`src/rtl/matrix_printer_pkg.sv`:
```
// Shared definitions for the matrix printer: FSM states, ASCII constants,
// storage geometry and the BCD helper functions.
package matrix_printer_pkg;

    localparam int ADDR_W     = 8;
    localparam int DATA_W     = 32;
    localparam int BCD_DIGITS = 10;
    localparam int BCD_W      = 4 * BCD_DIGITS;
    localparam int MAX_DIM    = 5;

    localparam logic [7:0] ASCII_SPACE = 8'h20;
    localparam logic [7:0] ASCII_CR    = 8'h0D;
    localparam logic [7:0] ASCII_LF    = 8'h0A;
    localparam logic [7:0] ASCII_ZERO  = 8'h30;

    typedef enum logic [3:0] {
        ST_IDLE     = 4'd0,
        ST_CHECK    = 4'd1,
        ST_RD_REQ   = 4'd2,
        ST_RD_WAIT  = 4'd3,
        ST_CONV     = 4'd4,
        ST_EMIT_DIG = 4'd5,
        ST_EMIT_SEP = 4'd6,
        ST_EMIT_CR  = 4'd7,
        ST_EMIT_LF  = 4'd8,
        ST_DONE     = 4'd9
    } state_t;

    // Double-dabble correction: every BCD digit >= 5 gets +3 before the shift.
    function automatic logic [BCD_W-1:0] dabble(input logic [BCD_W-1:0] v);
        logic [BCD_W-1:0] r;
        r = v;
        for (int i = 0; i < BCD_DIGITS; i++) begin
            if (r[i*4 +: 4] >= 4'd5) begin
                r[i*4 +: 4] = r[i*4 +: 4] + 4'd3;
            end else begin
                r[i*4 +: 4] = r[i*4 +: 4];
            end
        end
        return r;
    endfunction

    // Position of the most significant non-zero digit; 0 when the value is 0,
    // so a zero value still prints exactly one '0'.
    function automatic logic [3:0] lead_digit(input logic [BCD_W-1:0] bcd);
        logic [3:0] idx;
        idx = 4'd0;
        for (int i = 0; i < BCD_DIGITS; i++) begin
            if (bcd[i*4 +: 4] != 4'd0) begin
                idx = 4'(i);
            end else begin
                idx = idx;
            end
        end
        return idx;
    endfunction

    function automatic logic [7:0] digit_char(input logic [BCD_W-1:0] bcd,
                                              input logic [3:0]       idx);
        return ASCII_ZERO + {4'd0, bcd[{idx, 2'b00} +: 4]};
    endfunction

endpackage

```
`src/rtl/matrix_printer_bin2bcd_seq.sv`:
```
// Sequential double-dabble converter: one cycle to load, 32 shift cycles,
// then a one-cycle done pulse with the 10-digit BCD result held afterwards.
module bin2bcd_seq
    import matrix_printer_pkg::*;
(
    input  logic              clk,
    input  logic              rst,
    input  logic              start,
    input  logic [DATA_W-1:0] bin,
    output logic [BCD_W-1:0]  bcd,
    output logic              done
);

    logic [DATA_W-1:0] shift_r;
    logic [4:0]        cnt_r;
    logic              active_r;
    logic [BCD_W-1:0]  adj_s;

    assign adj_s = dabble(bcd);

    // Load on start, then shift one binary bit into the corrected BCD per cycle.
    always_ff @(posedge clk or posedge rst) begin
        if (rst) begin
            shift_r  <= '0;
            cnt_r    <= 5'd0;
            active_r <= 1'b0;
            bcd      <= '0;
            done     <= 1'b0;
        end else begin
            done <= 1'b0;
            if (start) begin
                shift_r  <= bin;
                bcd      <= '0;
                cnt_r    <= 5'd0;
                active_r <= 1'b1;
            end else if (active_r) begin
                bcd     <= {adj_s[BCD_W-2:0], shift_r[DATA_W-1]};
                shift_r <= {shift_r[DATA_W-2:0], 1'b0};
                cnt_r   <= cnt_r + 5'd1;
                if (cnt_r == 5'd31) begin
                    active_r <= 1'b0;
                    done     <= 1'b1;
                end else begin
                    active_r <= 1'b1;
                end
            end else begin
                active_r <= 1'b0;
            end
        end
    end

endmodule

```
`src/rtl/matrix_printer.sv`:
```
// Reads an m x n matrix from storage and streams it as ASCII decimal rows
// ("a b c\r\n") over a valid/ready byte link.
module matrix_printer
    import matrix_printer_pkg::*;
#(
    parameter int READ_LAT = 2
) (
    input  logic              clk,
    input  logic              rst,
    input  logic              i_start,
    input  logic [ADDR_W-1:0] i_base_addr,
    input  logic [31:0]       i_m,
    input  logic [31:0]       i_n,
    output logic              o_busy,
    output logic              o_done,
    output logic              o_err,
    output logic [ADDR_W-1:0] o_rd_addr,
    input  logic [DATA_W-1:0] i_rd_data,
    output logic [7:0]        o_tx_data,
    output logic              o_tx_valid,
    input  logic              i_tx_ready
);

    state_t            state_r;
    logic [ADDR_W-1:0] base_r;
    logic [31:0]       m_r;
    logic [31:0]       n_r;
    logic [2:0]        row_r;
    logic [2:0]        col_r;
    logic [3:0]        dig_r;
    logic [7:0]        wait_r;

    logic              conv_start_s;
    logic              bcd_done_s;
    logic [BCD_W-1:0]  bcd_s;
    logic [3:0]        lead_s;
    logic              last_col_s;
    logic              last_row_s;
    logic              bad_dim_s;

    // The converter samples i_rd_data directly on the last wait cycle.
    assign conv_start_s = (state_r == ST_RD_WAIT) && (wait_r == 8'(READ_LAT - 1));
    assign lead_s       = lead_digit(bcd_s);
    assign last_col_s   = ({29'd0, col_r} == (n_r - 32'd1));
    assign last_row_s   = ({29'd0, row_r} == (m_r - 32'd1));
    assign bad_dim_s    = (m_r == 32'd0) || (n_r == 32'd0) ||
                          (m_r > 32'(MAX_DIM)) || (n_r > 32'(MAX_DIM));

    bin2bcd_seq u_bin2bcd (
        .clk   (clk),
        .rst   (rst),
        .start (conv_start_s),
        .bin   (i_rd_data),
        .bcd   (bcd_s),
        .done  (bcd_done_s)
    );

    // Main sequencer: element walk, read timing and the registered byte emitter.
    always_ff @(posedge clk or posedge rst) begin
        if (rst) begin
            state_r    <= ST_IDLE;
            base_r     <= '0;
            m_r        <= 32'd0;
            n_r        <= 32'd0;
            row_r      <= 3'd0;
            col_r      <= 3'd0;
            dig_r      <= 4'd0;
            wait_r     <= 8'd0;
            o_busy     <= 1'b0;
            o_done     <= 1'b0;
            o_err      <= 1'b0;
            o_rd_addr  <= '0;
            o_tx_data  <= 8'd0;
            o_tx_valid <= 1'b0;
        end else begin
            o_done <= 1'b0;
            o_err  <= 1'b0;
            case (state_r)
                ST_IDLE: begin
                    if (i_start) begin
                        base_r  <= i_base_addr;
                        m_r     <= i_m;
                        n_r     <= i_n;
                        o_busy  <= 1'b1;
                        state_r <= ST_CHECK;
                    end else begin
                        state_r <= ST_IDLE;
                    end
                end
                ST_CHECK: begin
                    if (bad_dim_s) begin
                        o_err   <= 1'b1;
                        o_busy  <= 1'b0;
                        state_r <= ST_IDLE;
                    end else begin
                        o_rd_addr <= base_r;
                        row_r     <= 3'd0;
                        col_r     <= 3'd0;
                        state_r   <= ST_RD_REQ;
                    end
                end
                ST_RD_REQ: begin
                    wait_r  <= 8'd0;
                    state_r <= ST_RD_WAIT;
                end
                ST_RD_WAIT: begin
                    if (conv_start_s) begin
                        state_r <= ST_CONV;
                    end else begin
                        wait_r <= wait_r + 8'd1;
                    end
                end
                ST_CONV: begin
                    if (bcd_done_s) begin
                        dig_r      <= lead_s;
                        o_tx_data  <= digit_char(bcd_s, lead_s);
                        o_tx_valid <= 1'b1;
                        state_r    <= ST_EMIT_DIG;
                    end else begin
                        state_r <= ST_CONV;
                    end
                end
                ST_EMIT_DIG: begin
                    if (!i_tx_ready) begin
                        state_r <= ST_EMIT_DIG;
                    end else if (dig_r != 4'd0) begin
                        dig_r     <= dig_r - 4'd1;
                        o_tx_data <= digit_char(bcd_s, dig_r - 4'd1);
                    end else if (last_col_s) begin
                        o_tx_data <= ASCII_CR;
                        state_r   <= ST_EMIT_CR;
                    end else begin
                        o_tx_data <= ASCII_SPACE;
                        state_r   <= ST_EMIT_SEP;
                    end
                end
                ST_EMIT_SEP: begin
                    if (i_tx_ready) begin
                        o_tx_valid <= 1'b0;
                        col_r      <= col_r + 3'd1;
                        o_rd_addr  <= o_rd_addr + 8'd1;
                        state_r    <= ST_RD_REQ;
                    end else begin
                        state_r <= ST_EMIT_SEP;
                    end
                end
                ST_EMIT_CR: begin
                    if (i_tx_ready) begin
                        o_tx_data <= ASCII_LF;
                        state_r   <= ST_EMIT_LF;
                    end else begin
                        state_r <= ST_EMIT_CR;
                    end
                end
                ST_EMIT_LF: begin
                    if (!i_tx_ready) begin
                        state_r <= ST_EMIT_LF;
                    end else if (last_row_s) begin
                        o_tx_valid <= 1'b0;
                        state_r    <= ST_DONE;
                    end else begin
                        o_tx_valid <= 1'b0;
                        row_r      <= row_r + 3'd1;
                        col_r      <= 3'd0;
                        o_rd_addr  <= o_rd_addr + 8'd1;
                        state_r    <= ST_RD_REQ;
                    end
                end
                ST_DONE: begin
                    o_done  <= 1'b1;
                    o_busy  <= 1'b0;
                    state_r <= ST_IDLE;
                end
                default: begin
                    o_busy     <= 1'b0;
                    o_tx_valid <= 1'b0;
                    state_r    <= ST_IDLE;
                end
            endcase
        end
    end

endmodule

```
`config.mk`:
```
export PLATFORM = sky130hd
export DESIGN_NAME = matrix_printer
export DESIGN_NICKNAME = d
export VERILOG_FILES = /design/src/rtl/matrix_printer_pkg.sv /design/src/rtl/matrix_printer_bin2bcd_seq.sv /design/src/rtl/matrix_printer.sv
export SDC_FILE = /design/constraint.sdc
export NUM_CORES = 1
export LEC_CHECK = 0
export CAP_MARGIN = 20
export CORE_ASPECT_RATIO = 0.7
export CORE_UTILIZATION = 51
export DETAILED_ROUTE_END_ITERATION = 10
export PLACE_DENSITY = 0.74
export RECOVER_POWER = 25
export REMOVE_ABC_BUFFERS = 1
export SLEW_MARGIN = 15
export SYNTH_ARGS = -nofsm -noshare
export SYNTH_HDL_FRONTEND = slang
export SYNTH_SLANG_ARGS = --single-unit
```
`constraint.sdc`:
```
create_clock -name clk -period 6.1 [get_ports clk]
set_input_delay 1.22 -clock clk [delete_from_list [all_inputs] [get_ports clk]]
set_output_delay 1.22 -clock clk [all_outputs]
set_load 0.05 [all_outputs]
```
==> flow_summary_export.csv <==
group,metric,value,unit
setup_path,crit_fanout,88,
setup_path,slowest_stage,"buf_4",
clock_tree,cts_setup_buffers,0,
global_routing,grt_overflow_total,0,
synthesis,synthFlopType,"dfrtp_1",
die,initial_core_util,52.62,%
global_routing,grt_usage,24.59,%
synthesis,seq_area_frac_synth,43.31,%
timing,fin_setup_tns,0,ps
worst_hold_path,hp-start,"base_r[3]$_DFFE_PP0P_",
final_layout,final_layout_size_suffix_gt1_share,11.78,%
drt,ant_nets,0,
final_layout,syn2layout_area_growth,18.42,%
drt,drc,0,
timing,skew,10.82,ps
global_routing,grt_max_degree,100,
global_routing,grt_first_pass_wirelength,43.27,mm
timing,timing.final.crit_share,57.05,%
setup_path,r2r_end,"u_bin2bcd.shift_r[15]$_DFFE_PP0P_",
synthesis,netlist_area,0.01104,mm²
drt,routed_via_density,5.861,
timing,slew_violations,0,
placed_design,io_buffers,125,
timing,finalHoldWorstSlack,506.3,ps
setup_path,critical_path_class,"flop to flop",
final_layout,multi_input_area,0.005856,mm²
timing,max_slew.worst_pin.slew,922.0,ps
drt,wl_per_cell,17.20,µm
global_routing,antenna_found_initial,0,
drt,first_iter_violations,762,
final_layout,layout_common_cells,"dfrtp_1, clkdlybuf4s50_1, nand2_1, nor2_1, o21ai_0",
clock_tree,cts.sinks,191,
run_status,outcome,"finished, final reports clean",
die,die_area,0.02224,mm²
placed_design,dp_cells,1482,
timing,period_needed,3480,ps
timing,relSlewSlack,38.06,%
synthesis,ys_ff_latch,191,
run,cap_violations,0,
global_routing,first_global_vias,8279,
drt,drt_wl_total,26.06,mm
final_layout,final_common_cell,"dfrtp_1",
timing,rsz0062_at_grt,"no",
pwr,ir_worst_vdd,0.1848,mV
die,rows,44,
setup_path,r2r_slack,2620,ps
die,fp.coreArea,0.02098,mm²
setup_path,arrival,3770,ps
clock_tree,postCtsHoldBufs,0,
placed_design,gp_congestion,0.9314,
setup_path,critical_path.cell_chain,"inv_1, ha_1, or4b_2, nor4_1, nor2b_4, buf_4, o21ai_0",
worst_hold_path,min_path_type,"flop to flop",
setup_path,rr_startpoint,"wait_r[1]$_DFFE_PP0P_",
synthesis,synthDistinctLibCells,76,
worst_hold_path,hold_end,"base_r[3]$_DFFE_PP0P_",
final_layout,finalNetCount,1371,
clock_tree,root_buffer,"clkbuf_16",
synthesis,avgSynthCellArea,9.733,µm²
die,die_w,177.8,µm
pwr,p_per_area,219.0,mW/mm²
placed_design,placed_area,0.01245,mm²
synthesis,async_flop_share,100.0,%
final_layout,instances_no_fill,1515,
synthesis,yosysWarnings,0,
clock_tree,max-clock-path-buffers,2,
final_layout,fillers,1731,
setup_path,critPathLaunchType,"flop",
placed_design,dp_hpwl,18.58,mm
clock_tree,cts_tree,"built",
die,ioPinCount,128,
drt,vias,8879,
setup_path,worst-r2r-cell-count,7,
clock_tree,path_clk_slew,80,ps
setup_path,cp.required,6390,ps
final_layout,diodes,0,
pwr,p_leak,0.005160,µW
timing,finalHoldViolCount,0,
clock_tree,post_cts_resized,0,
synthesis,synth_edf_count,0,
clock_tree,numCtsBuffers,17,
worst_hold_path,hold_depth,1,
die,die_h,125.1,µm
timing,setup_viol,0,
clock_tree,clk_latency,440,ps
timing,max_freq,287.4,MHz
drt,dr.pass1.iters,5,
synthesis,synthCells,1134,
pwr,power,2862,µW
final_layout,design_area,0.01307,mm²
setup_path,cp-end-kind,"flop",
clock_tree,h-tree-depth,4,
final_layout,seqCellArea,0.004783,mm²
setup_path,cp_slowest_stage_delay,690,ps
[where the power goes]
part | internal [µW] | total, µW | switching, µW
clock network | 587 | 1130 | 545
registers | 1340 | 1420 | 80.7
logic | 174 | 311 | 137
total | 2100 | 2860 | 762
[cell type report]
class                      count  area share, %
clock inverter                14          1.283
timing repair buffer         132          10.13
multi-input combinational    842          44.80
inverter                      42          1.264
clock buffer                  18          3.284
sequential                   191          36.60
tap                          276          2.642
[cell families after synthesis]
| group | share of synthesized area [%] |
|---|---|
| buffers and inverters | 3.854 |
| AND/OR/NAND/NOR | 18.24 |
| other | 0.03398 |
| AO/OA/AOI/OAI | 13.07 |
| XOR/XNOR | 2.539 |
| multiplexers | 14.76 |
| flip-flops | 43.31 |
| adder cells (fa/ha/maj) | 4.194 |
[sequential cells by signal (all words and copies together), names as in the netlist]
name                flops
base_r                  8
col_r                   3
dig_r                   4
m_r                    32
n_r                    32
o_busy                  1
o_done                  1
o_err                   1
o_rd_addr               8
o_tx_data               6
o_tx_valid              1
row_r                   3
state_r                 4
u_bin2bcd.active_r      1
u_bin2bcd.bcd          40
u_bin2bcd.cnt_r         5
u_bin2bcd.done          1
u_bin2bcd.shift_r      32
wait_r                  8
[per-layer routing]
layer	track usage, %	up-vias	share of wire (%)
met5	0	-	0
met4	6.033	0	1.2
li1	-	4267	-
met1	39.35	4296	51
met2	33.34	292	41
met3	5.109	24	6.5
[stage by stage]
stage / utilization [%] / setup slack (ps)
floorplan: - / -318.8
global placement: 59.34 / 2719
detailed placement: 59.34 / 2593
CTS: 62.18 / 2610
global route: 62.31 / 2362
finish: 62.31 / 2620
[cell usage after synthesis, types with 23 or more instances]
cell type  instances  area share [%]
a21oi_1           60             2.7
clkbuf_1          41             1.4
dfrtp_1          191              43
ha_1              37             4.2
inv_1             42             1.4
mux2_2            76             7.8
mux2i_1           51             4.6
nand2_1          116             3.9
nand3_1           32             1.5
nor2_1           101             3.4
nor3_1            26             1.2
nor3b_1           23             1.6
o21ai_0           83             3.8
[worst max-delay path by stage]
stage / start / slack, ps / endpoint
2_1_floorplan: rst / -320 / base_r[0]$_DFFE_PP0P_
3_3_place_gp: i_tx_ready / 2720 / o_rd_addr[1]$_DFFE_PP0P_
3_5_place_dp: wait_r[1]$_DFFE_PP0P_ / 2590 / u_bin2bcd.shift_r[15]$_DFFE_PP0P_
4_1_cts: wait_r[1]$_DFFE_PP0P_ / 2610 / u_bin2bcd.shift_r[12]$_DFFE_PP0P_
5_1_grt: wait_r[1]$_DFFE_PP0P_ / 2360 / u_bin2bcd.shift_r[15]$_DFFE_PP0P_
6_report: wait_r[1]$_DFFE_PP0P_ / 2620 / u_bin2bcd.shift_r[15]$_DFFE_PP0P_
[worst max-delay path: cells and delay by family, from the launching register on]
kind / cells / cell delay, ps
buffers and inverters: 2 / 770
and+or+nand+nor: 3 / 1720
AOI/OAI and AO/OA: 1 / 210
adders and majority gates: 1 / 140
DFF: 1 / 440
No activity file was read; power rests on OpenSTA's default activity.
